<file path="src/rtl/input_arbiter.sv">
// ============================================================================
//  input_arbiter
//  Per-slot arbiter granting one of keyboard / mouse / sensor commands and
//  holding it for HOLD_CYCLES. Optional preemption: INPUT_ARB_PREEMPT_EN.
//  Revision: 1.0 - initial release
// ============================================================================
`default_nettype none

module input_arbiter #(
    parameter int HOLD_CYCLES = 833_333,
    parameter int HOLD_W      = 20
) (
    input  logic            clk,
    input  logic            rst_n,
    input  logic [3:0]      kbd_valid,
    input  logic [3:0][5:0] kbd_cmd,
    input  logic [3:0]      mouse_valid,
    input  logic [3:0][5:0] mouse_cmd,
    input  logic [3:0]      sensor_valid,
    input  logic [3:0][5:0] sensor_cmd,
    output logic [3:0][5:0] input_signal,
    output logic [3:0][1:0] owner,
    output logic [7:0]      drop_cnt
);

    typedef enum logic [0:0] {
        IDLE = 1'b0,
        HOLD = 1'b1
    } state_t;

    localparam logic [HOLD_W-1:0] RELOAD   = HOLD_W'(HOLD_CYCLES - 1);
    localparam logic [1:0]        SRC_NONE = 2'd0;

    // Source codes double as bit positions in the 4-bit request vectors
    // (bit 0 is always 0), so a lower code means higher priority.
    function automatic logic [1:0] pick_src(input logic [3:0] m);
        if (m[1])      return 2'd1;
        else if (m[2]) return 2'd2;
        else if (m[3]) return 2'd3;
        else           return SRC_NONE;
    endfunction

    function automatic logic [5:0] src_cmd(input logic [1:0] src,
                                           input logic [5:0] k,
                                           input logic [5:0] m,
                                           input logic [5:0] s);
        case (src)
            2'd1:    return k;
            2'd2:    return m;
            2'd3:    return s;
            default: return 6'd0;
        endcase
    endfunction

    logic [3:0] slot_drop;

    for (genvar i = 0; i < 4; i++) begin : g_slot
        state_t            state, state_nxt;
        logic [1:0]        own_q, own_nxt;
        logic [5:0]        cmd_q, cmd_nxt;
        logic [HOLD_W-1:0] cnt_q, cnt_nxt;
        logic [3:0]        req, live;
        logic [1:0]        grant_src, win;
        logic [5:0]        own_cmd;
        logic              drop;

        assign req = {sensor_valid[i], mouse_valid[i], kbd_valid[i], 1'b0};
        assign live = req & {sensor_cmd[i] != 6'd0, mouse_cmd[i] != 6'd0,
                             kbd_cmd[i] != 6'd0, 1'b0};
        assign grant_src = pick_src(live);
        assign own_cmd   = src_cmd(own_q, kbd_cmd[i], mouse_cmd[i], sensor_cmd[i]);

`ifdef INPUT_ARB_PREEMPT_EN
        // Only sources strictly above the current owner may take over.
        assign win = pick_src(live & (((4'd1 << own_q) - 4'd1) & 4'b1110));
`else
        assign win = SRC_NONE;
`endif

        always_comb begin
            state_nxt = state;
            own_nxt   = own_q;
            cmd_nxt   = cmd_q;
            cnt_nxt   = cnt_q;
            drop      = 1'b0;
            case (state)
                IDLE: begin
                    if (|live) begin
                        own_nxt   = grant_src;
                        cmd_nxt   = src_cmd(grant_src, kbd_cmd[i], mouse_cmd[i],
                                            sensor_cmd[i]);
                        cnt_nxt   = RELOAD;
                        state_nxt = HOLD;
                    end
                end
                HOLD: begin
                    drop = |(req & ~(4'd1 << own_q) & ~(4'd1 << win));
                    if (win != SRC_NONE) begin
                        own_nxt = win;
                        cmd_nxt = src_cmd(win, kbd_cmd[i], mouse_cmd[i], sensor_cmd[i]);
                        cnt_nxt = RELOAD;
                    end else if (req[own_q]) begin
                        if (own_cmd != 6'd0) begin
                            cmd_nxt = own_cmd;
                            cnt_nxt = RELOAD;
                        end else begin
                            own_nxt   = SRC_NONE;
                            cmd_nxt   = 6'd0;
                            cnt_nxt   = '0;
                            state_nxt = IDLE;
                        end
                    end else if (cnt_q == '0) begin
                        own_nxt   = SRC_NONE;
                        cmd_nxt   = 6'd0;
                        state_nxt = IDLE;
                    end else begin
                        cnt_nxt = cnt_q - HOLD_W'(1);
                    end
                end
                default: begin
                    own_nxt   = SRC_NONE;
                    cmd_nxt   = 6'd0;
                    cnt_nxt   = '0;
                    state_nxt = IDLE;
                end
            endcase
        end

        always_ff @(posedge clk or negedge rst_n) begin
            if (!rst_n) begin
                state <= IDLE;
                own_q <= SRC_NONE;
                cmd_q <= 6'd0;
                cnt_q <= '0;
            end else begin
                state <= state_nxt;
                own_q <= own_nxt;
                cmd_q <= cmd_nxt;
                cnt_q <= cnt_nxt;
            end
        end

        assign input_signal[i] = cmd_q;
        assign owner[i]        = own_q;
        assign slot_drop[i]    = drop;
    end

    logic [2:0] drop_sum;
    logic [8:0] drop_acc;

    assign drop_sum = 3'(slot_drop[0]) + 3'(slot_drop[1])
                    + 3'(slot_drop[2]) + 3'(slot_drop[3]);
    assign drop_acc = {1'b0, drop_cnt} + {6'd0, drop_sum};

    always_ff @(posedge clk or negedge rst_n) begin
        if (!rst_n) drop_cnt <= 8'd0;
        else        drop_cnt <= drop_acc[8] ? 8'hFF : drop_acc[7:0];
    end

endmodule

`default_nettype wire

</file>
<file path="config.mk">
export PLATFORM = sky130hd
export DESIGN_NAME = input_arbiter
export DESIGN_NICKNAME = d
export VERILOG_FILES = /design/src/rtl/input_arbiter.sv
export SDC_FILE = /design/constraint.sdc
export NUM_CORES = 1
export LEC_CHECK = 0
export ABC_CLOCK_PERIOD_IN_PS = 3000
export CAP_MARGIN = 40
export CORE_AREA = 5 5 134 149
export DETAILED_ROUTE_END_ITERATION = 12
export DIE_AREA = 0 0 139 154
export GPL_ROUTABILITY_DRIVEN = 0
export MAX_ROUTING_LAYER = met4
export PLACE_DENSITY = 0.83
export SYNTH_ARGS = -nofsm -noshare
export SYNTH_HDL_FRONTEND = slang
export SYNTH_SLANG_ARGS = --single-unit
export TNS_END_PERCENT = 10
</file>
<file path="constraint.sdc">
create_clock -name clk -period 3 [get_ports clk]
set_input_delay 0.6 -clock clk [delete_from_list [all_inputs] [get_ports clk]]
set_output_delay 0.6 -clock clk [all_outputs]
set_load 0.1 [all_outputs]
</file>
# After elaboration in Yosys (flattened, before gate mapping)
# Cells that the tools add are included.
# totals
register_bits,124
in_bits,86
output_inout_bits,40
wordCells,242
# classes
n_addsub,8
n_lt_le_gt_ge,4
eq_ne,40
n_shift,4
muxes,113
bitwise_logic,16
reduce_logical,40
# ops
cell,count
$mux W20,16
$pmux W20 S2,4
$pmux W6 S3,8
$mux W6,16
$reduce_bool A6 Y1,16
$logic_not A20 Y1,4
$sub A20 B1 Y20 const B,4
$mux W2,28
$pmux W6 S2,4
$and A4 B4 Y4,8
$eq A2 B2 Y1 const B,16
$mux W1,24
$ne A3 B3 Y1 const B,8
$eq A2 B1 Y1 const B,8
$not A4 Y4,4
$pmux W2 S2,4
$reduce_and A2 Y1,8
$reduce_or A4 Y1,4
$shl A1 B2 Y4 const A,4
$lt A2 B3 Y1 const B,4
$ne A3 B1 Y1 const B,4
$reduce_and A3 Y1,4
$reduce_or A3 Y1,4
$add A8 B3 Y9,1
8 further kinds,20

# Depth between registers and ports, before layout
# depth
ltp_word,10
ltp_mapped,13
mapped_depth_nobuf,12

# Least setup slack after synthesis
# Ideal clock, no wire load.
# synth_path
kind,reg2reg
start,reg g_slot[2].own_q[1]
end,reg drop_cnt[4]
setup_ps,139
arrival_ps,3612
required_time_ps,2861
setup_slack_ps,-751
stages_incl_launch_ff,13
n_path_buf,1
synth_period_minus_slack_ps,3751
path_cell_list,dfrtp_1 -> buf_1 -> nor2_1 -> a21oi_1 -> o211ai_1 -> fa_1 -> inv_1 -> fa_1 -> fa_1 -> and3_1 -> and2_1 -> nand4_1 -> o21ai_0
# synth_between
elab_chain_len,9
# synth_rtl
item,line,text
"start, declared",59,"logic [1:0] own_q, own_nxt;"
"start signal, assigned",137,own_q <= own_nxt;
$shl A1 B2 Y4,97,drop = |(req & ~(4'd1 << own_q) & ~(4'd1 << win));
$not A4 Y4,97,
$and A4 B4 Y4,97,
$reduce_or A3 Y1,97,
$mux W1,86,case (state)
$add A2 B1 Y3,152,+ 3'(slot_drop[2]) + 3'(slot_drop[3]);
$add A3 B1 Y3,152,
$add A8 B3 Y9,153,"assign drop_acc = {1'b0, drop_cnt} + {6'd0, drop_sum};"
$mux W8,157,else drop_cnt <= drop_acc[8] ? 8'hFF : drop_acc[7:0];
"end signal, assigned",157,
"end, declared",23,output logic [7:0] drop_cnt
# Every way passes these cells.
# A chain may end at the register's enable or synchronous reset.

# Final worst setup path
# Same ends and word-level chain as after synthesis.

==> out/metrics.cfg <==
[drt]
vias=8508
vias_per_cell=6.04
drc=0
routedWlPerCell_um=16.8
antenna_left=0
drt_iter0_drc=796
wirelength_um=23700
dr.pass1.iters=5

[timing]
setup_violations=0
fin_crit_sh_pct=99.4
fin_crit_ps=2980
fmax_ghz=0.335
rsz0062_at_grt=true
skew_ps=7.74
setup_ws_ps=18.2
worst_slew_pin_slew_ps=806
final-hold-violation-count=0
timing.final.max_slew_violations=0
finalSetupTns_ps=0
slew_headroom_pct=46.0

[global_routing]
grt_max_degree=48
grt_pass1_wl_um=39800
grt_usage_pct=22.6
overflow=0
grt_pass1_vias=8529
antenna_found_initial=0

[hold_path]
holdCritPathClass=in2async

[setup_path]
required_ps=3300
r2r_slack_ps=20
r2r_end=drop_cnt[4]$_DFF_PN0_
endpoint_kind=flop
cp_num_buf_inv=1
path_max_fanout=6
r2r-start=g_slot[2].own_q[1]$_DFFE_PN0P_
cp-start-kind=flop
crit_family=adder cells
crit_path_top_delay_cell=fa_1
crit_type=reg2reg
arrival_ps=3280
cpPeakStageDelay_ps=540
cp_cell_sequence=nand2_2 > a21oi_2 > a21oi_1 > o211ai_1 > fa_1 > inv_2 > fa_2 > fa_2 > and3_4 > and2_4 > nand4_1 > o21ai_1
worst_r2r_path_depth=12
cp_common_cell=fa_2

[clock_network]
clk_pin_slew_ps=60
cts_buffers=17
cts_tree=built
cts_sinks=124
clockRootBuffer=clkbuf_16
ctsHoldBuffers=0
cts-htree-levels=4
clockBufferDepth=2
clk_latency_ps=420

[synth]
yosysWarnings=0
syn_area_sq_um=8280
synth_area_leader_cell=dfrtp_1
syn_inst=969
synthFlopType=dfrtp_1
syn-num-nets=1063
avgSynthCellArea_sq_um=8.55
synth_seq_cells=124
synth.top_cell.area_share_pct=37.5
synth_async_sr_flop_share_pct=100
synth_edf_count=0
ys_types=72
synth_area_leaders=dfrtp_1 (37%), nor2_1 (6.0%), a21oi_1 (5.4%), mux2i_1 (4.2%), nor3_1 (3.4%)
yosysSeqAreaShare_pct=37.5

[floorplan]
die_area_sq_um=21400
rows=52
ios=126
core-area_sq_um=18200
die_w_um=139
chipHeight_um=154
start_util_pct=45.5

[power]
power.density_nw_per_um2=1130
cellLeakagePower_nw=4.38
ir_worst_vdd_mv=1.21
p_total_mw=12.2

[final_layout]
drive_gt1_share_pct=16.5
diodes=0
num-fill-cells=1556
mostFrequentLayoutCells=nor2_1 (133), dfrtp_1 (118), buf_4 (118)
final_common_cell=nor2_1
final_area_sq_um=10800
synthToLayoutAreaGrowth_pct=30.6
nNetsFinal=1246

[job]
maxCapViolations=0

[place]
io_buffers=125
place_hpwl_um=17500
place_ws_ps=-670
post_dp_cell_area_sq_um=10200

[run_status]
status=completed

## final cells by class
type | count | area, sq um | share of cell area (%)
multi-input cells | 772 | 4890 | 45.2
flip-flops and latches | 124 | 3120 | 28.8
repair buffers | 204 | 1760 | 16.3
clock buffers | 21 | 480 | 4.44
well taps | 243 | 304 | 2.81
clock inverters | 11 | 140 | 1.29
inverters | 33 | 124 | 1.14
## sequential cells by signal (all words and copies together), names as in the netlist
| signal | flops |
|---|---|
| g_slot.state | 4 |
| g_slot.own_q | 8 |
| g_slot.cnt_q | 80 |
| drop_cnt | 8 |
| g_slot.cmd_q | 24 |
## metal layers
layer | vias to the layer above | global-route usage, % | part of all wire (%)
met5 | - | - | 0
met4 | 0 | 7.92 | 2.4
li1 | 4010 | - | -
met2 | 332 | 37.4 | 48
met1 | 4115 | 27.3 | 43
met3 | 51 | 4.94 | 5.9
## synth_stat cells, drive strengths merged, types with 12 or more instances
cell type	number
inv	33
mux2i	35
a311oi	17
a32oi	12
nor3	57
o2bb2ai	18
nor4	24
nand3	16
and2	12
dfrtp	124
nand2	70
or4	18
a31oi	18
o21ai	29
a21oi	91
nor2	134
buf	16
clkbuf	24
xnor2	20
o31ai	15
or3	12
a22oi	21
## logic make-up after synthesis
logic type | after synthesis | share of synthesized area (%)
buffers and inverters | 73 | 3.69
multiplexers | 43 | 5.32
AND/OR/NAND/NOR | 403 | 24.9
XOR/XNOR | 29 | 3.07
adder cells (fa/ha/maj) | 8 | 1.48
flip-flops | 124 | 37.5
AO/OA/AOI/OAI | 289 | 24.1
## power breakdown
part	internal, mW	total (mW)	leakage, nW	switching, mW
Clock	1.39	2.15	0.297	0.759
Sequential	2.34	3.02	1.43	0.678
Combinational	2.33	7.02	2.66	4.69
Total	6.06	12.2	4.38	6.13
## timing repair
item                                    4_1_cts  5_1_grt
hold endpoints to repair                      0        0
buffers inserted                              2        0
endpoints found under the setup margin        8        8
pin swaps                                     5        2
resized for setup                             6        2
## worst max-delay path by stage
| stage | end | slack, ps | startpoint | cells past startpoint |
|---|---|---|---|---|
| 4_1_cts | drop_cnt[4]$_DFF_PN0_ | -20 | g_slot[2].own_q[1]$_DFFE_PN0P_ | 12 |
| 3_5_place_dp | drop_cnt[4]$_DFF_PN0_ | -670 | sensor_valid[2] | 12 |
| 3_3_place_gp | drop_cnt[4]$_DFF_PN0_ | -560 | sensor_valid[2] | 12 |
| 2_1_floorplan | drop_cnt[4]$_DFF_PN0_ | -80 | g_slot[3].own_q[0]$_DFFE_PN0P_ | 11 |
| 5_1_grt | drop_cnt[4]$_DFF_PN0_ | -110 | g_slot[2].own_q[1]$_DFFE_PN0P_ | 12 |
| 6_report | drop_cnt[4]$_DFF_PN0_ | 20 | g_slot[2].own_q[1]$_DFFE_PN0P_ | 12 |
## through the flow
stage,std cells,util (%),hold WS (ps)
2_1_floorplan,969,-,304
3_3_place_gp,1373,55.8,476
3_5_place_dp,1374,55.9,484
4_1_cts,1408,59.4,198
5_1_grt,1408,59.4,221
6_report,1408,59.4,189
(Power assumes the default switching activity.)
